File: src/rtl/seq_restoring_divider_pkg.sv
// Shared state encoding and sizing helper for the sequential restoring divider.
package div_pkg;

  typedef enum logic [1:0] {
    IDLE = 2'd0,
    CALC = 2'd1,
    DONE = 2'd2
  } state_t;

  function automatic int CNT_W(input int width);
    return $clog2(width + 1);
  endfunction

endpackage

File: src/rtl/seq_restoring_divider_if.sv
// Start/done handshake and operand/result bus between a controller and the divider.
interface seq_restoring_divider_if #(
  parameter int WIDTH = 4
) ();

  logic             start;
  logic [WIDTH-1:0] dividend;
  logic [WIDTH-1:0] divisor;
  logic             busy;
  logic             done;
  logic [WIDTH-1:0] quotient;
  logic [WIDTH-1:0] remainder;
  logic             div_by_zero;

  modport master (
    output start, dividend, divisor,
    input  busy, done, quotient, remainder, div_by_zero
  );

  modport slave (
    input  start, dividend, divisor,
    output busy, done, quotient, remainder, div_by_zero
  );

endinterface

File: src/rtl/seq_restoring_divider_addsub.sv
// Ripple-carry adder/subtractor: i_en=1 computes i_a - i_b with o_cout=1 meaning no borrow.
module addsub_nbit #(
  parameter int N = 5
) (
  input  logic [N-1:0] i_a,
  input  logic [N-1:0] i_b,
  input  logic         i_en,
  output logic [N-1:0] o_sum,
  output logic         o_cout
);

  logic [N:0]   w_carry;
  logic [N-1:0] w_bx;

  assign w_bx       = i_b ^ {N{i_en}};
  assign w_carry[0] = i_en;

  for (genvar i = 0; i < N; i++) begin : g_fa
    assign o_sum[i]       = i_a[i] ^ w_bx[i] ^ w_carry[i];
    assign w_carry[i + 1] = (i_a[i] & w_bx[i]) | (w_carry[i] & (i_a[i] ^ w_bx[i]));
  end

  assign o_cout = w_carry[N];

endmodule

File: src/rtl/seq_restoring_divider.sv
// Multi-cycle unsigned restoring divider: one trial subtraction per clock, start/done handshake.
// The partial remainder is held in WIDTH bits because it always stays below the divisor.
module seq_restoring_divider
  import div_pkg::*;
#(
  parameter int WIDTH = 4
) (
  input logic                    clk,
  input logic                    rst,
  seq_restoring_divider_if.slave bus
);

  localparam int CW = CNT_W(WIDTH);

  state_t           r_state;
  state_t           w_nextState;
  logic [WIDTH:0]   w_shifted;
  logic [WIDTH:0]   w_trial;
  logic [WIDTH-1:0] r_partRem;
  logic [WIDTH-1:0] r_quo;
  logic [WIDTH-1:0] r_divisor;
  logic [WIDTH-1:0] r_quotient;
  logic [WIDTH-1:0] r_remainder;
  logic [WIDTH-1:0] w_nextRem;
  logic [WIDTH-1:0] w_nextQuo;
  logic [CW-1:0]    r_count;
  logic             r_divByZero;
  logic             w_carry;
  logic             w_noBorrow;
  logic             w_lastStep;

  assign w_shifted = {r_partRem, r_quo[WIDTH-1]};

  addsub_nbit #(
    .N(WIDTH + 1)
  ) u_addsub (
    .i_a   (w_shifted),
    .i_b   ({1'b0, r_divisor}),
    .i_en  (1'b1),
    .o_sum (w_trial),
    .o_cout(w_carry)
  );

  // A set top bit would mean the trial spilled past the remainder width, so it counts as a borrow.
  assign w_noBorrow = w_carry & ~w_trial[WIDTH];
  assign w_nextRem  = w_noBorrow ? w_trial[WIDTH-1:0] : w_shifted[WIDTH-1:0];
  assign w_nextQuo  = {r_quo[WIDTH-2:0], w_noBorrow};
  assign w_lastStep = (r_count == CW'(WIDTH - 1));

  always_ff @(posedge clk or posedge rst) begin
    if (rst) r_state <= IDLE;
    else     r_state <= w_nextState;
  end

  always_comb begin
    w_nextState = IDLE;
    bus.busy    = 1'b0;
    bus.done    = 1'b0;
    case (r_state)
      IDLE: begin
        w_nextState = IDLE;
        if (bus.start) w_nextState = (bus.divisor == '0) ? DONE : CALC;
      end
      CALC: begin
        bus.busy    = 1'b1;
        w_nextState = w_lastStep ? DONE : CALC;
      end
      DONE: begin
        bus.done    = 1'b1;
        w_nextState = IDLE;
      end
      default: w_nextState = IDLE;
    endcase
  end

  // Result registers only change when DONE is entered, so they hold across the next CALC.
  always_ff @(posedge clk or posedge rst) begin
    if (rst) begin
      r_partRem   <= '0;
      r_quo       <= '0;
      r_divisor   <= '0;
      r_count     <= '0;
      r_quotient  <= '0;
      r_remainder <= '0;
      r_divByZero <= 1'b0;
    end else begin
      case (r_state)
        IDLE: begin
          if (bus.start) begin
            r_divisor <= bus.divisor;
            r_quo     <= bus.dividend;
            r_partRem <= '0;
            r_count   <= '0;
            if (bus.divisor == '0) begin
              r_quotient  <= '1;
              r_remainder <= bus.dividend;
              r_divByZero <= 1'b1;
            end
          end
        end
        CALC: begin
          r_partRem <= w_nextRem;
          r_quo     <= w_nextQuo;
          r_count   <= r_count + CW'(1);
          if (w_lastStep) begin
            r_quotient  <= w_nextQuo;
            r_remainder <= w_nextRem;
            r_divByZero <= 1'b0;
          end
        end
        default: ;
      endcase
    end
  end

  assign bus.quotient    = r_quotient;
  assign bus.remainder   = r_remainder;
  assign bus.div_by_zero = r_divByZero;

endmodule
File: src/flat_wrapper.sv
// flat-port wrapper written by rule: the top's interface ports become plain ports
module seq_restoring_divider_flat import div_pkg::*;
#(
  parameter int WIDTH = 4
)
  (clk, rst, bus_start, bus_dividend, bus_divisor, bus_busy, bus_done, bus_quotient, bus_remainder, bus_div_by_zero);
  seq_restoring_divider_if #(.WIDTH(WIDTH)) bus_i ();
  input logic clk;
  input logic rst;
  input wire logic [$bits(bus_i.start)-1:0] bus_start;
  input wire logic [$bits(bus_i.dividend)-1:0] bus_dividend;
  input wire logic [$bits(bus_i.divisor)-1:0] bus_divisor;
  output wire logic [$bits(bus_i.busy)-1:0] bus_busy;
  output wire logic [$bits(bus_i.done)-1:0] bus_done;
  output wire logic [$bits(bus_i.quotient)-1:0] bus_quotient;
  output wire logic [$bits(bus_i.remainder)-1:0] bus_remainder;
  output wire logic [$bits(bus_i.div_by_zero)-1:0] bus_div_by_zero;
  assign bus_i.start = bus_start;
  assign bus_i.dividend = bus_dividend;
  assign bus_i.divisor = bus_divisor;
  assign bus_busy = bus_i.busy;
  assign bus_done = bus_i.done;
  assign bus_quotient = bus_i.quotient;
  assign bus_remainder = bus_i.remainder;
  assign bus_div_by_zero = bus_i.div_by_zero;
  seq_restoring_divider #(.WIDTH(WIDTH)) u_core (.clk(clk), .rst(rst), .bus(bus_i));
endmodule
File: config.mk
export PLATFORM = sky130hd
export DESIGN_NAME = seq_restoring_divider_flat
export DESIGN_NICKNAME = d
export VERILOG_FILES = /design/src/rtl/seq_restoring_divider_pkg.sv /design/src/rtl/seq_restoring_divider_if.sv /design/src/rtl/seq_restoring_divider_addsub.sv /design/src/rtl/seq_restoring_divider.sv /design/src/flat_wrapper.sv
export SDC_FILE = /design/constraint.sdc
export NUM_CORES = 1
export LEC_CHECK = 0
export ABC_AREA = 1
export CAP_MARGIN = 30
export CORE_UTILIZATION = 54
export DETAILED_ROUTE_END_ITERATION = 10
export PLACE_DENSITY = 0.87
export RECOVER_POWER = 100
export SYNTH_ARGS = -nofsm -noshare
export SYNTH_HDL_FRONTEND = slang
export SYNTH_SLANG_ARGS = --single-unit
File: constraint.sdc
create_clock -name clk -period 4.59 [get_ports clk]
set_input_delay 0.459 -clock clk [delete_from_list [all_inputs] [get_ports clk]]
set_output_delay 0.459 -clock clk [all_outputs]
set_load 0.05 [all_outputs]
==> reports/metrics.cfg <==
[timing]
period_share = 0.558
worst_slew_pin_slew_ns = 0.703
drv_slew = 0
slew_headroom = 0.531
setup_viol = 0
hold_viol = 0
finalClockSkew_ns = 0.0120
rsz0062_at_grt = no
whs_ns = 0.493
clock.fmax_mhz = 390
final.min_clock_period_ns = 2.56
setup_tns_ns = 0

[placement]
gp_congestion = 0.815
port_buffers = 21
hpwl_um = 2010

[worst_setup_path]
crit_start = u_core.r_state[1]
r2r-start = u_core.r_quo[3]
arrival_ns = 2.10
crit_type = reg2out
critPathMaxStageDelay_ns = 0.89
critPathLaunchType = flip-flop
crit_fanout = 15
crit_chain = inv_1 -> nand2_2 -> inv_4 -> dlygate4sd3_1
required_ns = 4.13
crit_slowest_cell = dlygate4sd3_1
cp-end-kind = output port

[min_path]
hp-class = reg2reg
hp-start = u_core.bus.div_by_zero

[cts]
cts_hold_buf = 0
clkSlewWorstSetupHoldPaths_ns = 0.14
clkSinkCount = 26
cts_root_buffer = clkbuf_4
cts_tree = built
clkLatencyLatePin_ns = 0.33
postCtsSetupRepairBufs = 0
cts_resized = 0
cts_buffer_depth = 2
cts_made_buffers = 3
cts_max_level = 1

[final_layout]
antenna_cells = 0
final_common_cell = nand2_1
finish.utilization = 0.699
nets = 196
final_cell_mix = nand2_1 (42), dfrtp_1 (26), nor2_1 (20)
fillCellCount = 170
drive_gt1_frac = 0.0955
synthToLayoutAreaGrowth_pct = 19.7

[die]
dieArea_um2 = 2670
initial_core_util = 0.584
core_um2 = 2280
die_width_um = 51.6
die_h_um = 51.6
placementRows = 17
ios = 22

[synthesis]
syn_area_per_cell_um2 = 8.69
syn_inst = 153
ys_ff_latch = 26
ys_types = 19
yosysWarnings = 0
syn_area_um2 = 1330
ys_seq_area_frac = 0.489
syn_nets = 170

[pwr]
power.density_nw_per_um2 = 827
ir_drop_mv = 0.486
power_leakage_uw = 0.000786
finalPower_uw = 1320

[job]
max_cap_violations = 0

[detailed_routing]
drt_iter0_drc = 19
routed_wl_um = 2560
wl_per_cell_um = 12.4
vias = 1084
drc = 0
vias_per_cell = 5.26
postRouteAntennaNets = 0
firstDrtPassIters = 4

[outcome]
run_status = complete, no violations

[grt]
grt_pass1_wl_um = 4620
grt_pass1_vias = 1119
antenna_found_initial = 0
grt_max_degree = 16
grt_remaining_overflow = 0
grtUsageTotal = 0.235

## area by class of cell
| cell class | count | area [um^2] | area share |
|---|---|---|---|
| repair buffers | 22 | 214 | 0.134 |
| well taps | 28 | 35.0 | 0.0220 |
| clock buffers | 3 | 22.5 | 0.0142 |
| multi-input cells | 106 | 561 | 0.352 |
| flip-flops and latches | 26 | 651 | 0.409 |
| clock inverters | 1 | 30.0 | 0.0189 |
| inverters | 20 | 78.8 | 0.0495 |
## through the flow
stage	cells	area, um^2	worst slack, ns
5_1_grt	206	1590	1.95
6_report	206	1590	2.03
2_1_floorplan	153	1330	2.41
3_3_place_gp	201	1560	2.31
3_5_place_dp	202	1580	2.19
4_1_cts	206	1630	2.05
## worst paths after layout
kind,endpoint,slack (ns),cells after the start
worst max-delay path,bus_busy,2.03,4
worst min-delay path,u_core.bus.div_by_zero,0.49,2
worst max register to register,u_core.bus.remainder[2],2.17,15
worst min register to register,u_core.bus.div_by_zero,0.49,2
max in group asynchronous,u_core.r_partRem[0],3.02,3
min in group asynchronous,u_core.r_quo[0],0.57,2
## critical path, delay by kind of cell (launching register included)
kind          cells  cell delay, ns
simple gates      1            0.16
buf+inv           3            1.20
flops             1            0.41
## routing by layer
layer / wire, um / GRT usage / part of all wire
met5: 0 / 0 / 0
met2: 1250 / 0.394 / 0.49
met1: 1140 / 0.307 / 0.44
met4: 42 / 0.0856 / 0.016
met3: 136 / 0.0380 / 0.053
## power by group
| group | switching, uW | internal, uW |
|---|---|---|
| Combinational | 508 | 242 |
| Sequential | 67.3 | 341 |
| Clock | 68.6 | 88.4 |
| Total | 644 | 671 |
## sequential cells by signal, indices dropped and copies added, names as in the netlist
register,count
u_core.bus.remainder,4
u_core.bus.quotient,4
u_core.r_partRem,4
u_core.r_quo,4
u_core.r_count,3
u_core.r_divisor,4
u_core.r_state,2
u_core.bus.div_by_zero,1
## synth_stat cells
library cell	count	area, um^2
inv_1	16	60.1
dfrtp_1	26	651
buf_6	1	11.3
fa_1	3	60.1
inv_2	2	7.51
inv_6	1	8.76
nand2_4	2	22.5
nand2_1	38	143
nand3_1	11	55.1
nand3_2	4	40.0
nor2_2	7	43.8
inv_4	1	6.26
ha_1	3	37.5
a21oi_1	1	5.00
o211ai_1	5	37.5
nor2_1	20	75.1
o21ai_0	7	35.0
o22ai_1	1	6.26
nand2_2	4	25.0
## cells by family (layout without fill, tap and decap cells)
group | after synthesis | after routing | share of synthesized area
AND/OR/NAND/NOR | 86 | 86 | 0.304
adder cells (fa/ha/maj) | 6 | 6 | 0.0734
AO/OA/AOI/OAI | 14 | 14 | 0.0630
buffers and inverters | 21 | 46 | 0.0706
flip-flops | 26 | 26 | 0.489
(Power assumes the default switching activity.)
